$ cat src/rtl/fetch_bus_arbiter.sv
// fetch_bus_arbiter: shares one single-port word bus between IF fetch and MEM data.
// Data wins by default; fetch is forced in after STARVE_LIMIT back-to-back data grants.
module fetch_bus_arbiter #(
   parameter int STARVE_LIMIT = 4,
   parameter int TIMEOUT      = 255
) (
   input  logic        clk,
   input  logic        reset,
   input  logic        if_req,
   input  logic [31:0] if_addr,
   input  logic        if_flush,
   output logic        if_ready,
   output logic [31:0] if_rdata,
   output logic        if_err,
   input  logic        dm_req,
   input  logic        dm_we,
   input  logic [31:0] dm_addr,
   input  logic [31:0] dm_wdata,
   input  logic [3:0]  dm_be,
   output logic        dm_ready,
   output logic [31:0] dm_rdata,
   output logic        dm_err,
   output logic        mem_req,
   output logic        mem_we,
   output logic [31:0] mem_addr,
   output logic [31:0] mem_wdata,
   output logic [3:0]  mem_be,
   input  logic [31:0] mem_rdata,
   input  logic        mem_ack
);

   localparam int SW = $clog2(STARVE_LIMIT + 1);
   localparam int TW = $clog2(TIMEOUT + 1);
   localparam logic [SW-1:0] STARVE_MAX = SW'(STARVE_LIMIT);
   localparam logic [TW-1:0] TIMER_LAST = TW'(TIMEOUT - 1);

   typedef enum logic [2:0] {
      IDLE,
      IF_BUSY,
      DM_BUSY,
      IF_DROP,
      IF_FAULT
   } state_t;

   state_t          state_q, state_d;
   logic [SW-1:0]   starve_q, starve_d;
   logic [TW-1:0]   timer_q, timer_d;

   logic            dm_win, if_win, if_mis, expired;
   logic            dm_addr_unused;

   logic            if_ready_d, if_err_d;
   logic [31:0]     if_rdata_d;
   logic            dm_ready_d, dm_err_d;
   logic [31:0]     dm_rdata_d;
   logic            mem_req_d, mem_we_d;
   logic [31:0]     mem_addr_d, mem_wdata_d;
   logic [3:0]      mem_be_d;

   assign dm_win  = dm_req && (!if_req || (starve_q < STARVE_MAX));
   assign if_win  = !dm_win && if_req && !if_flush;
   assign if_mis  = |if_addr[1:0];
   assign expired = (timer_q == TIMER_LAST);
   assign dm_addr_unused = ^dm_addr[1:0];

   // State, counters and every output are registered here
   always_ff @(posedge clk) begin
      if (reset) begin
         state_q   <= IDLE;
         starve_q  <= '0;
         timer_q   <= '0;
         if_ready  <= 1'b0;
         if_rdata  <= '0;
         if_err    <= 1'b0;
         dm_ready  <= 1'b0;
         dm_rdata  <= '0;
         dm_err    <= 1'b0;
         mem_req   <= 1'b0;
         mem_we    <= 1'b0;
         mem_addr  <= '0;
         mem_wdata <= '0;
         mem_be    <= '0;
      end else begin
         state_q   <= state_d;
         starve_q  <= starve_d;
         timer_q   <= timer_d;
         if_ready  <= if_ready_d;
         if_rdata  <= if_rdata_d;
         if_err    <= if_err_d;
         dm_ready  <= dm_ready_d;
         dm_rdata  <= dm_rdata_d;
         dm_err    <= dm_err_d;
         mem_req   <= mem_req_d;
         mem_we    <= mem_we_d;
         mem_addr  <= mem_addr_d;
         mem_wdata <= mem_wdata_d;
         mem_be    <= mem_be_d;
      end
   end

   // Next state: arbitration, ack/flush/timeout handling, starve and timer counters
   always_comb begin
      state_d  = state_q;
      starve_d = starve_q;
      timer_d  = timer_q;
      unique case (state_q)
         IDLE: begin
            if (dm_win) begin
               state_d  = DM_BUSY;
               timer_d  = '0;
               starve_d = if_req ? starve_q + SW'(1) : '0;
            end else if (if_win) begin
               state_d  = if_mis ? IF_FAULT : IF_BUSY;
               timer_d  = '0;
               starve_d = '0;
            end
         end
         IF_BUSY: begin
            if (mem_ack) begin
               state_d = IDLE;
            end else if (if_flush) begin
               state_d = IF_DROP;
               timer_d = '0;
            end else if (expired) begin
               state_d = IDLE;
            end else begin
               timer_d = timer_q + TW'(1);
            end
         end
         DM_BUSY, IF_DROP: begin
            if (mem_ack || expired) begin
               state_d = IDLE;
            end else begin
               timer_d = timer_q + TW'(1);
            end
         end
         IF_FAULT: state_d = IDLE;
         default:  state_d = IDLE;
      endcase
   end

   // Next output values: bus fields on grant, ready/rdata/err pulses on completion
   always_comb begin
      if_ready_d  = 1'b0;
      if_rdata_d  = '0;
      if_err_d    = 1'b0;
      dm_ready_d  = 1'b0;
      dm_rdata_d  = '0;
      dm_err_d    = 1'b0;
      mem_we_d    = mem_we;
      mem_addr_d  = mem_addr;
      mem_wdata_d = mem_wdata;
      mem_be_d    = mem_be;
      mem_req_d   = (state_d == IF_BUSY) || (state_d == DM_BUSY) ||
                    (state_d == IF_DROP);
      unique case (state_q)
         IDLE: begin
            if (dm_win) begin
               mem_we_d    = dm_we;
               mem_addr_d  = {dm_addr[31:2], 2'b00};
               mem_wdata_d = dm_wdata;
               mem_be_d    = dm_be;
            end else if (if_win && !if_mis) begin
               mem_we_d   = 1'b0;
               mem_addr_d = {if_addr[31:2], 2'b00};
               mem_be_d   = 4'hF;
            end
         end
         IF_BUSY: begin
            if (mem_ack) begin
               if (!if_flush) begin
                  if_ready_d = 1'b1;
                  if_rdata_d = mem_rdata;
               end
            end else if (!if_flush && expired) begin
               if_ready_d = 1'b1;
               if_err_d   = 1'b1;
            end
         end
         DM_BUSY: begin
            if (mem_ack) begin
               dm_ready_d = 1'b1;
               dm_rdata_d = mem_we ? 32'h0 : mem_rdata;
            end else if (expired) begin
               dm_ready_d = 1'b1;
               dm_err_d   = 1'b1;
            end
         end
         IF_FAULT: begin
            if (!if_flush) begin
               if_ready_d = 1'b1;
               if_err_d   = 1'b1;
            end
         end
         default: ;
      endcase
   end

endmodule

$ cat config.mk
export PLATFORM = sky130hd
export DESIGN_NAME = fetch_bus_arbiter
export DESIGN_NICKNAME = d
export VERILOG_FILES = /design/src/rtl/fetch_bus_arbiter.sv
export SDC_FILE = /design/constraint.sdc
export NUM_CORES = 1
export LEC_CHECK = 0
export CAP_MARGIN = 20
export CORE_ASPECT_RATIO = 0.8
export CORE_UTILIZATION = 42
export DETAILED_ROUTE_END_ITERATION = 16
export PLACE_DENSITY = 0.85
export SKIP_CTS_REPAIR_TIMING = 1
export SLEW_MARGIN = 0
export SYNTH_ARGS = -nofsm -noshare
export SYNTH_HDL_FRONTEND = slang
export SYNTH_SLANG_ARGS = --single-unit
$ cat constraint.sdc
create_clock -name clk -period 3.6 [get_ports clk]
set_input_delay 0.36 -clock clk [delete_from_list [all_inputs] [get_ports clk]]
set_output_delay 0.36 -clock clk [all_outputs]
set_load 0.02 [all_outputs]
==> results of run 1 <==
-- cell usage after synthesis (all sizes together), types with 2 or more instances --
cell type / number / area share
inv: 4 / 0.0028
nand4: 3 / 0.0036
a21oi: 41 / 0.040
nand2b: 3 / 0.0036
xnor2: 6 / 0.010
o21bai: 2 / 0.0036
nand2: 133 / 0.095
buf: 14 / 0.013
ha: 3 / 0.0071
nor3: 7 / 0.0066
a211oi: 5 / 0.0071
nor2b: 3 / 0.0036
nor2: 52 / 0.037
o21ai: 2 / 0.0019
and2: 67 / 0.080
a21bo: 3 / 0.0057
nand3: 4 / 0.0038
clkbuf: 26 / 0.019
dfxtp: 150 / 0.57
nor4: 4 / 0.0047
a311oi: 30 / 0.050
nand3b: 4 / 0.0057
-- cells by family after synthesis --
family	share of synthesized area
xor+xnor	0.009974
fa+ha+maj	0.007125
flops	0.5699
compound gates	0.1247
buf+inv	0.03467
simple gates	0.2529
other cells	0.0007117
-- registers in the layout, indices dropped and copies added, names as in the netlist, 3 cells and up --
signal     flops
starve_q       3
mem_wdata     32
dm_rdata      32
state_q        3
if_rdata      32
timer_q        8
mem_addr      30
mem_be         4
-- area by class of cell --
cell class	count	area, µm²	area share
Clock buffer	20	456.7	0.05196
Clock inverter	11	220.2	0.02505
Inverter	4	15.01	0.001708
Multi-Input combinational cell	387	2103	0.2393
Sequential cell	150	3003	0.3416
Tap cell	171	214.0	0.02434
Timing Repair Buffer	280	2778	0.3160
-- path summary, 6_finish.rpt --
path	startpoint	endpoint	slack, ps
setup reg to reg	state_q[1]$_SDFF_PP0_	mem_addr[15]$_SDFFE_PP0P_	1500
hold reg to reg	mem_wdata[0]$_SDFFE_PP0P_	mem_wdata[0]$_SDFFE_PP0P_	460
hold / removal	reset	state_q[1]$_SDFF_PP0_	290
setup / recovery	if_flush	mem_addr[15]$_SDFFE_PP0P_	1460
-- layer usage --
| metal | global-route usage | up-vias | share of wire |
|---|---|---|---|
| li1 | - | 2445 | - |
| met1 | 0.2510 | 2250 | 0.38 |
| met4 | 0.09799 | 0 | 0.021 |
| met2 | 0.4265 | 242 | 0.51 |
| met5 | 0 | - | 0 |
| met3 | 0.08168 | 29 | 0.085 |
-- power by group through the flow --
stage	combinational (mW)	sequential (mW)	clock (mW)
after floorplan	0.197	1.90	0
after global placement	0.612	1.81	0
after detailed placement	0.629	1.82	0
after CTS	0.635	1.78	2.04
after global routing	0.681	1.79	2.11
final	0.633	1.78	2.01
-- tightest hold or removal path: cells and delay by family --
family,cells,cell delay [ps]
simple gates,3,200
buf+inv,1,90
==> metrics.log, run 1 <==
INFO  metric outcome = finished clean
INFO  metric totalNegativeSetupSlack = 0 ps
INFO  metric startpoint_type = input port
INFO  metric die-width = 127.2 µm
INFO  metric synth_cell_types = 41
INFO  metric drt_pre_antenna_iters = 5
INFO  metric layout.cells.most_common = sky130_fd_sc_hd__clkdlybuf4s50_1
INFO  metric synth-warning-count = 0
INFO  metric final_cell_area = 8790 µm²
INFO  metric p_sw_frac = 0.2313
INFO  metric p_total = 4.425 mW
INFO  metric cpPeakStageDelay = 550 ps
INFO  metric worstHoldPathCells = 4
INFO  metric worst-r2r-cell-count = 5
INFO  metric synth-seq-area-share = 0.5699
INFO  metric grt_setup_unrepaired = false
INFO  metric clock-sinks = 150
INFO  metric slew_viol_final = 0
INFO  metric synth_area_per_cell = 9.084 µm²
INFO  metric clock_skew = 12.00 ps
INFO  metric drtAntennaViolNets = 0
INFO  metric cts_tree = yes
INFO  metric layout.nets = 982
INFO  metric detailedPlacementHpwl = 10660 µm
INFO  metric postPlaceCellArea = 8113 µm²
INFO  metric asyncSetResetFlopFracSynth = 0
INFO  metric final_cell_mix = 271 x sky130_fd_sc_hd__clkdlybuf4s50_1, 150 x sky130_fd_sc_hd__dfxtp_1, 133 x sky130_fd_sc_hd__nand2_1
INFO  metric insertedDiodeCount = 0
INFO  metric postLayoutCoreUtil = 0.7201
INFO  metric path_buf_inv = 2
INFO  metric min-delay-path-class = in -> reg
INFO  metric synth-edff-count = 0
INFO  metric end_kind = flop
INFO  metric area_growth_syn_to_layout = 66.82%
INFO  metric instances_no_fill = 1023
INFO  metric max_freq = 468.3 MHz
INFO  metric io_buffer_count = 272
INFO  metric core_area = 12210 µm²
INFO  metric maximum_number_of_pins_on_one_net_before_global_route_repair = 76
INFO  metric holdWs = 289.4 ps
INFO  metric num_cts_buffers = 17
INFO  metric netSwitchingPower = 1.023 mW
INFO  metric cts_max_path_buffers = 2
INFO  metric num_vias = 4966
INFO  metric rows = 36
INFO  metric worst_ep_arrival_time = 2440 ps
INFO  metric sequentialPowerShare = 0.403
INFO  metric cp_max_fo = 65
INFO  metric drive_gt1_frac = 0.05986
INFO  metric clockRootBuffer = sky130_fd_sc_hd__clkbuf_16
INFO  metric mappedNetlistArea = 5269 µm²
INFO  metric clkPwrFrac = 0.454
INFO  metric grt_antenna_before_repair = 0
INFO  metric finalWorstPathRequiredPeriod = 2135 ps
INFO  metric area_enclosed_by_the_die_boundary = 13000 µm²
INFO  metric max-cap-violations = 0
INFO  metric wirelength = 15290 µm
INFO  metric initial_standard_cell_utilization_of_the_core = 0.4316
INFO  metric timing_worst_setup_path_type = in -> reg
INFO  metric synth_ff_type = sky130_fd_sc_hd__dfxtp_1
INFO  metric hold_viol_final = 0
INFO  metric irDropWorstVdd = 382.3 µV
INFO  metric first_global_vias = 4808
INFO  metric route.detailed.drc = 0
INFO  metric n_fill_cell = 843
INFO  metric drt_iter0_drc = 203
INFO  metric power.leakage = 3.357 nW
INFO  metric final_min_period_over_clock_period = 0.5931
INFO  metric detailedPlace.worstSlack = 1064 ps
INFO  metric final-setup-viol-count = 0
INFO  metric grt_pass1_wl = 23410 µm
INFO  metric tot_gr_track_use = 0.2345
INFO  metric critical_path_cell_count = 6
INFO  metric htree_num_levels = 4
INFO  metric post_synth_inst_count = 580
INFO  metric io-pin-count = 277
INFO  metric floorplan.die.height = 102.2 µm
INFO  metric clk_latency = 410 ps
INFO  metric crit_chain = clkdlybuf4s50_1 > nor4b_1 > o21a_2 > buf_4 > nor2_1 > a311oi_1
INFO  metric share_comb_of_total_power = 0.143
INFO  metric slew_worst_pin = 808.0 ps
INFO  metric drt-vias-per-instance = 4.854
INFO  metric critical_path.top_delay_family = buffers and inverters
INFO  metric yosys_register_bits = 150
INFO  metric finalWorstSetupSlack = 1465 ps
INFO  metric slew-limit-headroom = 0.4613
INFO  metric grt-ovfl-total = 0
INFO  metric pwr_density_cell = 503.4 nW/µm²
INFO  metric placed_cells_incl_taps = 992
INFO  metric critical_path.slowest_cell = sky130_fd_sc_hd__clkdlybuf4s50_1
INFO  metric power.internal = 3.401 mW
INFO  metric required = 3910 ps
INFO  metric wl_per_cell = 14.94 µm
INFO  metric clock_transition_time_at_the_flip_flop_clock_pins_of_the_worst_setup_and_hold_paths = 60 ps
INFO  metric place.gp.congestion = 0.7811
(Power assumes the default switching activity.)
==> run 2: changes to the inputs <==
--- a/config.mk
+++ b/config.mk
@@ -7,9 +7,9 @@
 export LEC_CHECK = 0
 export CAP_MARGIN = 20
 export CORE_ASPECT_RATIO = 0.8
-export CORE_UTILIZATION = 42
+export CORE_UTILIZATION = 39
 export DETAILED_ROUTE_END_ITERATION = 16
-export PLACE_DENSITY = 0.85
+export PLACE_DENSITY = 0.8
 export SKIP_CTS_REPAIR_TIMING = 1
 export SLEW_MARGIN = 0
 export SYNTH_ARGS = -nofsm -noshare
==> constraint.sdc (replaced) <==
create_clock -name clk -period 2.2 [get_ports clk]
set_input_delay 0.22 -clock clk [delete_from_list [all_inputs] [get_ports clk]]
set_output_delay 0.22 -clock clk [all_outputs]
set_load 0.02 [all_outputs]
==> metrics.log, run 2 (synthesized netlist as in run 1, its figures left out) <==
INFO  metric route.detailed.drc = 0 (unchanged)
INFO  metric clock-sinks = 150 (unchanged)
INFO  metric end_kind = flop (unchanged)
INFO  metric cp_max_fo = 10 (was 65)
INFO  metric grt_antenna_before_repair = 0 (unchanged)
INFO  metric startpoint_type = flop (was input port)
INFO  metric finalWorstPathRequiredPeriod = 1944 ps
INFO  metric power.leakage = 3.333 nW (was 3.357 nW)
INFO  metric layout.cells.most_common = sky130_fd_sc_hd__clkdlybuf4s50_1 (unchanged)
INFO  metric p_total = 6.762 mW (was 4.425 mW)
INFO  metric cts_tree = yes (unchanged)
INFO  metric required = 2550 ps (was 3910 ps)
INFO  metric initial_standard_cell_utilization_of_the_core = 0.4050 (was 0.4316)
INFO  metric worst_setup_path_startpoint = state_q[0]$_SDFF_PP0_ (was if_flush)
INFO  metric grt_setup_unrepaired = false (unchanged)
INFO  metric io-pin-count = 277 (unchanged)
INFO  metric irDropWorstVdd = 500.3 µV (was 382.3 µV)
INFO  metric r2r_start = state_q[0]$_SDFF_PP0_ (was state_q[1]$_SDFF_PP0_)
INFO  metric min-delay-path-class = in -> reg (unchanged)
INFO  metric floorplan.die.height = 106.0 µm (was 102.2 µm)
INFO  metric layout.nets = 988 (was 982)
INFO  metric io_buffer_count = 272 (unchanged)
INFO  metric max_freq = 514.5 MHz
INFO  metric final-setup-viol-count = 0 (unchanged)
INFO  metric multiInputGateArea = 2103 µm² (unchanged)
INFO  metric wirelength = 15190 µm (was 15290 µm)
INFO  metric clock_skew = 8.005 ps (was 12.00 ps)
INFO  metric final_min_period_over_clock_period = 0.8834
INFO  metric grt_pass1_wl = 24160 µm (was 23410 µm)
INFO  metric die-width = 132.0 µm (was 127.2 µm)
INFO  metric postPlaceCellArea = 8175 µm² (was 8113 µm²)
INFO  metric tot_gr_track_use = 0.2213 (was 0.2345)
INFO  metric wl_per_cell = 14.69 µm (was 14.94 µm)
INFO  metric grt-ovfl-total = 0 (unchanged)
INFO  metric placed_cells_incl_taps = 1002 (was 992)
INFO  metric totalNegativeSetupSlack = 0 ps (unchanged)
INFO  metric detailedPlacementHpwl = 11260 µm (was 10660 µm)
INFO  metric layout_top_registers = dm_rdata (32), if_rdata (32), mem_wdata (32) (unchanged)
INFO  metric crit_chain = or4b_4 > o32ai_4 > a21oi_2 > a21bo_1 > a21oi_2 (was clkdlybuf4s50_1 > nor4b_1 > o21a_2 > buf_4 > nor2_1 > a311oi_1)
INFO  metric critical_path.slowest_cell = sky130_fd_sc_hd__or4b_4 (was sky130_fd_sc_hd__clkdlybuf4s50_1)
INFO  metric num_cts_buffers = 17 (unchanged)
INFO  metric n_fill_cell = 977 (was 843)
INFO  metric hold_path_startpoint = reset (unchanged)
INFO  metric outcome = finished clean (unchanged)
INFO  metric maximum_number_of_pins_on_one_net_before_global_route_repair = 66 (was 76)
INFO  metric clockRootBuffer = sky130_fd_sc_hd__clkbuf_16 (unchanged)
INFO  metric drtAntennaViolNets = 0 (unchanged)
INFO  metric first_global_vias = 5034 (was 4808)
INFO  metric drt-vias-per-instance = 4.758 (was 4.854)
INFO  metric slew_viol_final = 0 (unchanged)
INFO  metric max-cap-violations = 0 (unchanged)
INFO  metric area_enclosed_by_the_die_boundary = 13980 µm² (was 13000 µm²)
INFO  metric htree_num_levels = 4 (unchanged)
INFO  metric drt_iter0_drc = 158 (was 203)
INFO  metric drt_pre_antenna_iters = 5 (unchanged)
INFO  metric worst_ep_arrival_time = 2290 ps (was 2440 ps)
INFO  metric critPathMostFrequentCell = sky130_fd_sc_hd__a21oi_2
INFO  metric core_area = 13010 µm² (was 12210 µm²)
INFO  metric num_vias = 4920 (was 4966)
INFO  metric cpPeakStageDelay = 520 ps (was 550 ps)
INFO  metric drive_gt1_frac = 0.06868 (was 0.05986)
INFO  metric rows = 37 (was 36)
INFO  metric pwr_density_cell = 772.3 nW/µm² (was 503.4 nW/µm²)
INFO  metric cts_max_path_buffers = 2 (unchanged)
INFO  metric postLayoutCoreUtil = 0.6730 (was 0.7201)
INFO  metric insertedDiodeCount = 0 (unchanged)
INFO  metric final_cell_mix = 271 x sky130_fd_sc_hd__clkdlybuf4s50_1, 150 x sky130_fd_sc_hd__dfxtp_1, 133 x sky130_fd_sc_hd__nand2_1 (unchanged)
INFO  metric area_growth_syn_to_layout = 66.16% (was 66.82%)
INFO  metric clk_latency = 410 ps (about the same)
INFO  metric instances_no_fill = 1034 (was 1023)
INFO  metric timing_worst_setup_path_type = reg -> reg (was in -> reg)
INFO  metric place.gp.congestion = 0.8634 (was 0.7811)
INFO  metric clock_transition_time_at_the_flip_flop_clock_pins_of_the_worst_setup_and_hold_paths = 60 ps (about the same)
INFO  metric area_of_all_sequential_standard_cells = 3003 µm² (unchanged)
INFO  metric final_cell_area = 8755 µm² (was 8790 µm²)
INFO  metric hold_viol_final = 0 (unchanged)
-- run 2: changes by cell type in the layout (fill, tap and decap cells not counted), sizes merged --
cell      previous run  this run
buf                  9        15
inv                  5        11
bufinv               6         1
clkinvlp             0         4
clkbuf              20        18
clkinv               4         2
-- run 2: final timing paths --
| kind | slack [ps] | end | cells after the start |
|---|---|---|---|
| min | 180 | mem_wdata[28]$_SDFFE_PP0P_ | 2 |
| max | 260 | timer_q[2]$_SDFFE_PP0P_ | 5 |
| max reg2reg | 260 | timer_q[2]$_SDFFE_PP0P_ | 5 |
| min reg2reg | 450 | mem_wdata[28]$_SDFFE_PP0P_ | 2 |
-- run 2: cell type report --
cell class	instances	share of cell area
repair buffers	286	0.3239
inverters	4	0.001715
flip-flops and latches	150	0.3430
clock inverters	14	0.01601
well taps	175	0.02501
multi-input cells	387	0.2402
clock buffers	18	0.05016
-- run 2: stage by stage --
stage	hold WS (ps)	setup WS (ps)
final	176.0	256.4
after global routing	164.0	156.5
after floorplan	298.1	420.8
after global placement	442.6	120.3
after detailed placement	448.3	-15.12
after CTS	157.3	256.9
-- run 2: critical path, delay by kind of cell, from the launching register on --
kind | cells | cell delay, ps
compound gates | 4 | 860
simple gates | 1 | 520
flops | 1 | 500
-- run 2: routing by layer --
layer | share of wire | wire, µm | GRT usage | vias to the layer above
met3 | 0.072 | 1101 | 0.08059 | 22
met4 | 0.023 | 350 | 0.09136 | 0
li1 | - | - | - | 2460
met1 | 0.40 | 6090 | 0.2402 | 2237
met2 | 0.50 | 7648 | 0.3908 | 201
met5 | 0 | 0 | 0 | -
-- run 2: where the power goes --
| part | switching, mW | total, mW | internal (mW) |
|---|---|---|---|
| clock | 1.18 | 2.80 | 1.62 |
| sequential | 0.0743 | 2.92 | 2.84 |
| combinational | 0.499 | 1.05 | 0.546 |
| total | 1.75 | 6.76 | 5.01 |
